**src/rtl/key_debouncer_bank.sv**
```systemverilog
// Multi-channel key debouncer with hysteresis filter, press/release pulses and auto-repeat.
// Optional feature macro: KEY_REPEAT_ACCEL_EN enables repeat-rate acceleration.
module key_debouncer_bank #(
    parameter int CHANNELS           = 4,
    parameter int FILTER_LEN         = 4,
    parameter int REPEAT_DELAY       = 100,
    parameter int REPEAT_PERIOD      = 25,
    parameter int ACCEL_AFTER        = 8,
    parameter int REPEAT_FAST_PERIOD = 5
) (
    input  logic                CLK,
    input  logic                CLR,
    input  logic                CE,
    input  logic [CHANNELS-1:0] REP_EN,
    input  logic [CHANNELS-1:0] S_IN,
    output logic [CHANNELS-1:0] KEY_EN,
    output logic [CHANNELS-1:0] KEY_UP,
    output logic [CHANNELS-1:0] KEY_REL,
    output logic                ANY_KEY
);

    // Every timing parameter bounds the counter, so its width is the same in both builds.
    localparam int MAX_DP  = (REPEAT_DELAY > REPEAT_PERIOD) ? REPEAT_DELAY : REPEAT_PERIOD;
    localparam int MAX_DPF = (MAX_DP > REPEAT_FAST_PERIOD) ? MAX_DP : REPEAT_FAST_PERIOD;
    localparam int CNT_MAX = (MAX_DPF > ACCEL_AFTER) ? MAX_DPF : ACCEL_AFTER;
    localparam int CNT_W   = $clog2(CNT_MAX) + 1;

    localparam logic [CNT_W-1:0] DELAY_LD  = CNT_W'(REPEAT_DELAY);
    localparam logic [CNT_W-1:0] PERIOD_LD = CNT_W'(REPEAT_PERIOD);
    localparam logic [CNT_W-1:0] CNT_ONE   = CNT_W'(1);

`ifdef KEY_REPEAT_ACCEL_EN
    localparam int               ACC_W   = $clog2(ACCEL_AFTER + 1);
    localparam logic [ACC_W-1:0] ACC_MAX = ACC_W'(ACCEL_AFTER);
    localparam logic [CNT_W-1:0] FAST_LD = CNT_W'(REPEAT_FAST_PERIOD);
`endif

    typedef enum logic {
        RELEASED = 1'b0,
        PRESSED  = 1'b1
    } key_state_t;

    key_state_t            state_q [CHANNELS];
    key_state_t            state_d [CHANNELS];
    // The oldest sample of the window is never needed again, so only FILTER_LEN-1 are stored.
    logic [FILTER_LEN-2:0] hist_q  [CHANNELS];
    logic [FILTER_LEN-2:0] hist_d  [CHANNELS];
    logic [FILTER_LEN-1:0] win     [CHANNELS];
    logic [CNT_W-1:0]      cnt_q   [CHANNELS];
    logic [CNT_W-1:0]      cnt_d   [CHANNELS];
    logic [CHANNELS-1:0]   up_d;
    logic [CHANNELS-1:0]   rel_d;
    logic [CHANNELS-1:0]   en_d;

`ifdef KEY_REPEAT_ACCEL_EN
    logic [ACC_W-1:0]      acc_q   [CHANNELS];
    logic [ACC_W-1:0]      acc_d   [CHANNELS];
`endif

    always_comb begin
        for (int i = 0; i < CHANNELS; i++) begin
            // NOTE: every comb output gets a default before any branch, so no latch can be inferred.
            state_d[i] = state_q[i];
            hist_d[i]  = hist_q[i];
            win[i]     = {hist_q[i], S_IN[i]};
            cnt_d[i]   = cnt_q[i];
            up_d[i]    = 1'b0;
            rel_d[i]   = 1'b0;
`ifdef KEY_REPEAT_ACCEL_EN
            acc_d[i]   = acc_q[i];
`endif
            if (CE) begin
                hist_d[i] = win[i][FILTER_LEN-2:0];
                case (state_q[i])
                    RELEASED: begin
                        if (&win[i]) begin
                            state_d[i] = PRESSED;
                            up_d[i]    = 1'b1;
                            cnt_d[i]   = DELAY_LD;
`ifdef KEY_REPEAT_ACCEL_EN
                            acc_d[i]   = '0;
`endif
                        end
                    end
                    PRESSED: begin
                        if (~|win[i]) begin
                            // Release takes priority over a repeat due on the same tick.
                            state_d[i] = RELEASED;
                            rel_d[i]   = 1'b1;
                            cnt_d[i]   = DELAY_LD;
`ifdef KEY_REPEAT_ACCEL_EN
                            acc_d[i]   = '0;
`endif
                        end else if (!REP_EN[i]) begin
                            cnt_d[i] = DELAY_LD;
`ifdef KEY_REPEAT_ACCEL_EN
                            acc_d[i] = '0;
`endif
                        end else if (cnt_q[i] == CNT_ONE) begin
                            up_d[i] = 1'b1;
`ifdef KEY_REPEAT_ACCEL_EN
                            cnt_d[i] = (acc_q[i] < ACC_MAX) ? PERIOD_LD : FAST_LD;
                            if (acc_q[i] < ACC_MAX) begin
                                acc_d[i] = acc_q[i] + ACC_W'(1);
                            end
`else
                            cnt_d[i] = PERIOD_LD;
`endif
                        end else begin
                            cnt_d[i] = cnt_q[i] - CNT_ONE;
                        end
                    end
                    default: state_d[i] = RELEASED;
                endcase
            end
            en_d[i] = (state_d[i] == PRESSED);
        end
    end

    always_comb begin
        for (int i = 0; i < CHANNELS; i++) begin
            KEY_EN[i] = (state_q[i] == PRESSED);
        end
    end

    // NOTE: sequential state uses non-blocking assignments only, so every flop samples pre-edge values.
    always_ff @(posedge CLK) begin
        if (CLR) begin
            for (int i = 0; i < CHANNELS; i++) begin
                state_q[i] <= RELEASED;
                hist_q[i]  <= '0;
                cnt_q[i]   <= DELAY_LD;
`ifdef KEY_REPEAT_ACCEL_EN
                acc_q[i]   <= '0;
`endif
            end
            KEY_UP  <= '0;
            KEY_REL <= '0;
            ANY_KEY <= 1'b0;
        end else begin
            for (int i = 0; i < CHANNELS; i++) begin
                state_q[i] <= state_d[i];
                hist_q[i]  <= hist_d[i];
                cnt_q[i]   <= cnt_d[i];
`ifdef KEY_REPEAT_ACCEL_EN
                acc_q[i]   <= acc_d[i];
`endif
            end
            KEY_UP  <= up_d;
            KEY_REL <= rel_d;
            ANY_KEY <= |en_d;
        end
    end

endmodule

```
**config.mk**
```make
export PLATFORM = sky130hd
export DESIGN_NAME = key_debouncer_bank
export DESIGN_NICKNAME = d
export VERILOG_FILES = /design/src/rtl/key_debouncer_bank.sv
export SDC_FILE = /design/constraint.sdc
export NUM_CORES = 1
export LEC_CHECK = 0
export CAP_MARGIN = 20
export CORE_MARGIN = 2
export CORE_UTILIZATION = 51
export DETAILED_ROUTE_END_ITERATION = 12
export GPL_ROUTABILITY_DRIVEN = 1
export PLACE_DENSITY_LB_ADDON = 0.3
export SYNTH_ARGS = -nofsm -noshare
export SYNTH_HDL_FRONTEND = slang
export SYNTH_SLANG_ARGS = --single-unit
```
**constraint.sdc**
```tcl
create_clock -name CLK -period 2.8 [get_ports CLK]
set_clock_uncertainty 0.1 [all_clocks]
set_input_delay 0.56 -clock CLK [delete_from_list [all_inputs] [get_ports CLK]]
set_output_delay 0.56 -clock CLK [all_outputs]
set_load 0.01 [all_outputs]
```
After elaboration in Yosys (flattened, before gate mapping)
Memory sizes are Yosys's and may differ from the RTL's.
Cells that the tools add are included.
- bits in registers: 9
- memory bits (writable): 48
- input port bits: 11
- output and inout bits: 13
- logic and storage cells: 127
- memories: 3
- $add $sub $neg: 4
- equal/unequal tests: 4
- multiplexer cells: 79
- bitwise logic cells: 17
- reduce and logical (&&, ||, !) cells: 14
- memories (memory ; words ; width ; rd ports ; clocked after memory_dff ; wr ports ; line ; source):
    cnt_q ; 4 ; 8 ; 4 ; 0 ; 4 ; 49 ; logic [CNT_W-1:0] cnt_q [CHANNELS];
    hist_q ; 4 ; 3 ; 4 ; 0 ; 4 ; 46 ; logic [FILTER_LEN-2:0] hist_q [CHANNELS];
    state_q ; 4 ; 1 ; 4 ; 0 ; 4 ; 43 ; key_state_t state_q [CHANNELS];
- operators with widths (operator ; count):
    2-to-1 mux 8 bit ; 24
    case mux 8 bit (2 select lines) ; 4
    2-to-1 mux 1 bit ; 35
    equality test 8 x 1 -> 1 bit (second input constant) ; 4
    subtractor 8 x 1 -> 8 bit (second input constant) ; 4
    2-to-1 mux 3 bit ; 8
    OR reduction 4 bit ; 5
    case mux 1 bit (2 select lines) ; 8
    AND reduction 4 bit ; 4
    bitwise OR 1 bit ; 12
    OR reduction 3 bit ; 4
    inverter 1 bit ; 5
    OR reduction 2 bit ; 1

Depth between registers and ports, before layout
- depth in word-level cells: 7
- gate-level depth with buffers: 7
- mapped depth without buffers: 6

Worst setup path before layout
No wires, ideal clock.
- kind: register to register
- start point: mem cnt_q[0][3] (netlist bit)
- end point: mem cnt_q[0][0] (netlist bit)
- setup time: 0.068 ns
- arrival time: 1.743 ns
- required time: 2.632 ns
- slack: 0.889 ns
- cell stages (with the launch flop): 6
- path buffers: 1
- period minus slack after synthesis: 1.911 ns
- cell sequence: dfxtp_1 -> or4_4 -> or3_1 -> buf_2 -> a211o_1 -> a21oi_2
- RTL lines (item ; line):
    from (decl) ; 49

==> results.py <==
metrics = {
    "run_status": {
        "status": "completed",
    },
    "critical_path": {
        "crit_type": "in2reg",
        "r2r_start": "cnt_q[0][3]$_SDFFE_PP0P_",
        "critPathMaxFanout": 8,
        "cp-start-kind": "input pin",
        "reg2reg_depth": 4,
        "crit_arrival_ns": 2.27,
        "endpoint_kind": "register",
        "r2r-end": "cnt_q[0][0]$_SDFFE_PP0P_",
        "crit_required_ns": 2.94,
        "reg2reg_slack_ns": 0.78,
    },
    "timing": {
        "tns_ns": 0,
        "drv_slew": 0,
        "setup_viol": 0,
        "finalHoldViolations": 0,
        "max_freq_mhz": 469,
        "slew_headroom": 0.667,
        "period_share": 0.761,
        "hold_slack_ns": 0.377,
        "worstMarginPinSlew_ns": 0.495,
        "rsz0062_at_grt": "no",
        "period_minus_slack_ns": 2.13,
    },
    "run": {
        "max_cap_viol_count": 0,
    },
    "detailed_routing": {
        "drt-pass1-iter-count": 5,
        "wl_per_cell_um": 14.9,
        "drc": 0,
        "final_antenna_net_count": 0,
        "drt-initial-drc-count": 134,
        "routed_wl_um": 6360,
        "via_per_inst": 6.09,
        "via_count": 2600,
    },
    "die": {
        "die-area_mm2": 0.00623,
        "boundaryPins": 24,
        "core_area_mm2": 0.00547,
        "start_util": 0.523,
        "die_w_um": 78.9,
        "row_count": 27,
        "die_y_um": 78.9,
    },
    "synth": {
        "yosys.area.top_type": "dfxtp_1",
        "synth_edf_count": 0,
        "synth.area.top_cells": "dfxtp_1 (40%), a21oi_1 (4.5%), mux2i_1 (4.2%)",
        "synth_seq_area_share": 0.399,
        "synth_ff_type": "dfxtp_1",
        "yosys_warnings": 0,
        "syn_area_mm2": 0.00286,
        "async_reset_ff_frac": 0,
        "synth_top_area_share": 0.399,
        "synth_seq_cells": 57,
        "syn-num-nets": 353,
        "syn_inst": 334,
        "synth_cell_types": 39,
        "avgSynthCellArea_um2": 8.57,
    },
    "final_layout": {
        "syn_to_final_growth_pct": 15.7,
        "drive_above_1_share": 0.0958,
        "fillers": 494,
        "final_area_mm2": 0.00331,
        "antenna_cells": 0,
        "layoutNonFillerInstCount": 427,
        "fin_nets": 370,
    },
    "cts": {
        "clk_latency_ns": 0.35,
        "cts_sinks": 57,
        "cts_resized": 0,
        "cts_buffers": 9,
        "clk_path_buf_depth": 2,
        "cts-root-buf": "clkbuf_8",
        "htree_levels": 3,
        "cts_tree": "done",
        "postCtsSetupBuffers": 0,
        "clkTransAtPathRegs_ns": 0.07,
        "hold_buffers": 0,
    },
    "pwr": {
        "ir_drop_mv": 0.325,
        "power.total_w": 0.00168,
        "cellPowerDensity_mw_per_mm2": 507,
        "leakagePower_nw": 1.22,
    },
    "grt": {
        "grt_remaining_overflow": 0,
        "grt_first_pass_wirelength_um": 10700,
        "antenna_found_initial": 0,
        "grt_usage": 0.217,
        "grt_pass1_vias": 2373,
        "grt_max_degree": 22,
    },
    "placed_design": {
        "place_congestion": 0.796,
        "placed_area_mm2": 0.00312,
        "dp_hpwl_um": 4170,
        "io_buffers": 23,
        "dp_cells": 412,
    },
    "hold_path": {
        "hold-path-cell-count": 1,
        "min_to": "cnt_q[3][6]$_SDFFE_PP1P_",
        "hold_start": "cnt_q[3][6]$_SDFFE_PP1P_",
        "hold_path_class": "reg2reg",
    },
}
-- layout make-up --
cell class | count | area [um2] | share of cell area
Timing Repair Buffer | 27 | 260 | 0.0786
Sequential cell | 57 | 1140 | 0.345
Inverter | 21 | 78.8 | 0.0238
Multi-Input combinational cell | 235 | 1550 | 0.467
Tap cell | 72 | 90.1 | 0.0272
Clock buffer | 12 | 155 | 0.0469
Clock inverter | 3 | 40.0 | 0.0121
-- logic make-up after synthesis --
| group | count (synthesis) | share of synthesized area |
|---|---|---|
| adder cells (fa/ha/maj) | 8 | 0.0350 |
| AO/OA/AOI/OAI | 104 | 0.262 |
| buffers and inverters | 42 | 0.0612 |
| multiplexers | 12 | 0.0420 |
| flip-flops | 57 | 0.399 |
| AND/OR/NAND/NOR | 111 | 0.201 |
-- per-layer routing --
layer | vias to the layer above | wire length, um | track usage
met3 | 14 | 286 | 0.0545
met2 | 80 | 2900 | 0.348
li1 | 1281 | - | -
met1 | 1225 | 3050 | 0.278
met4 | 0 | 126 | 0.0948
met5 | - | 0 | 0
-- critical path, stage by stage --
cell and delay [ns]:
clkdlybuf4s50_1 0.49, or4_1 0.60, nand3_1 0.27, a21oi_1 0.08
o221a_2 0.27
-- synthesized netlist by cell type (4+ instances only) --
master    number
a211o_1        6
a31oi_1       10
o21ai_0       13
nand2_1       25
clkbuf_1      12
a21oi_1       26
a41oi_1        5
nor4_1         4
or3_1         11
buf_4          4
a41o_1         4
nor3_1        12
nor2_1        24
nand3_1        8
dfxtp_1       57
ha_1           8
nor2b_1        5
o41ai_1        4
o211ai_1      10
mux2i_1       12
nand4_1        4
inv_1         21
a21o_1         6
o221a_2        8
or4_1          6
-- registers in the layout, summed over array words and instances, names as in the netlist --
register  cells
state_q       4
KEY_REL       4
ANY_KEY       1
cnt_q        32
hist_q       12
KEY_UP        4
-- power by group --
group,leakage [nW],switching (W),internal (W),total [W]
Combinational,0.654,0.0000411,0.0000299,0.0000710
Clock,0.102,0.000330,0.000452,0.000782
Sequential,0.461,0.00000884,0.000817,0.000826
Total,1.22,0.000380,0.00130,0.00168
-- stage by stage --
| step | setup WS, ns | utilization |
|---|---|---|
| floorplan | 0.889 | - |
| global placement | 0.364 | 0.569 |
| detailed placement | 0.325 | 0.569 |
| CTS | 0.691 | 0.605 |
| global route | 0.583 | 0.605 |
| finish | 0.668 | 0.605 |
-- how the worst max path moves through the flow --
stage / slack (ns) / from / end / depth (start not counted)
final: 0.67 / S_IN[3] / cnt_q[3][3]$_SDFFE_PP0P_ / 5
after global routing: 0.58 / S_IN[3] / cnt_q[3][4]$_SDFFE_PP0P_ / 5
after CTS: 0.69 / S_IN[3] / cnt_q[3][4]$_SDFFE_PP0P_ / 5
after detailed placement: 0.32 / S_IN[3] / cnt_q[3][4]$_SDFFE_PP0P_ / 5
after global placement: 0.36 / S_IN[3] / cnt_q[3][3]$_SDFFE_PP0P_ / 5
after floorplan: 0.89 / cnt_q[0][3]$_SDFFE_PP0P_ / cnt_q[0][0]$_SDFFE_PP0P_ / 5
-- layout by cell type, fill, tap and decap left out, types with 6 or more instances in the layout --
cell,n
a21oi_1,26
or4_1,6
a31oi_1,10
clkbuf_8,11
a21o_1,6
o211ai_1,10
dfxtp_1,57
clkdlybuf4s50_1,23
or3_1,11
inv_1,21
mux2i_1,12
o21ai_0,13
nand2_1,25
ha_1,8
a211o_1,6
nor3_1,12
nor2_1,24
o221a_2,8
nand3_1,8
Note: power is estimated with default switching activity, not from simulation.
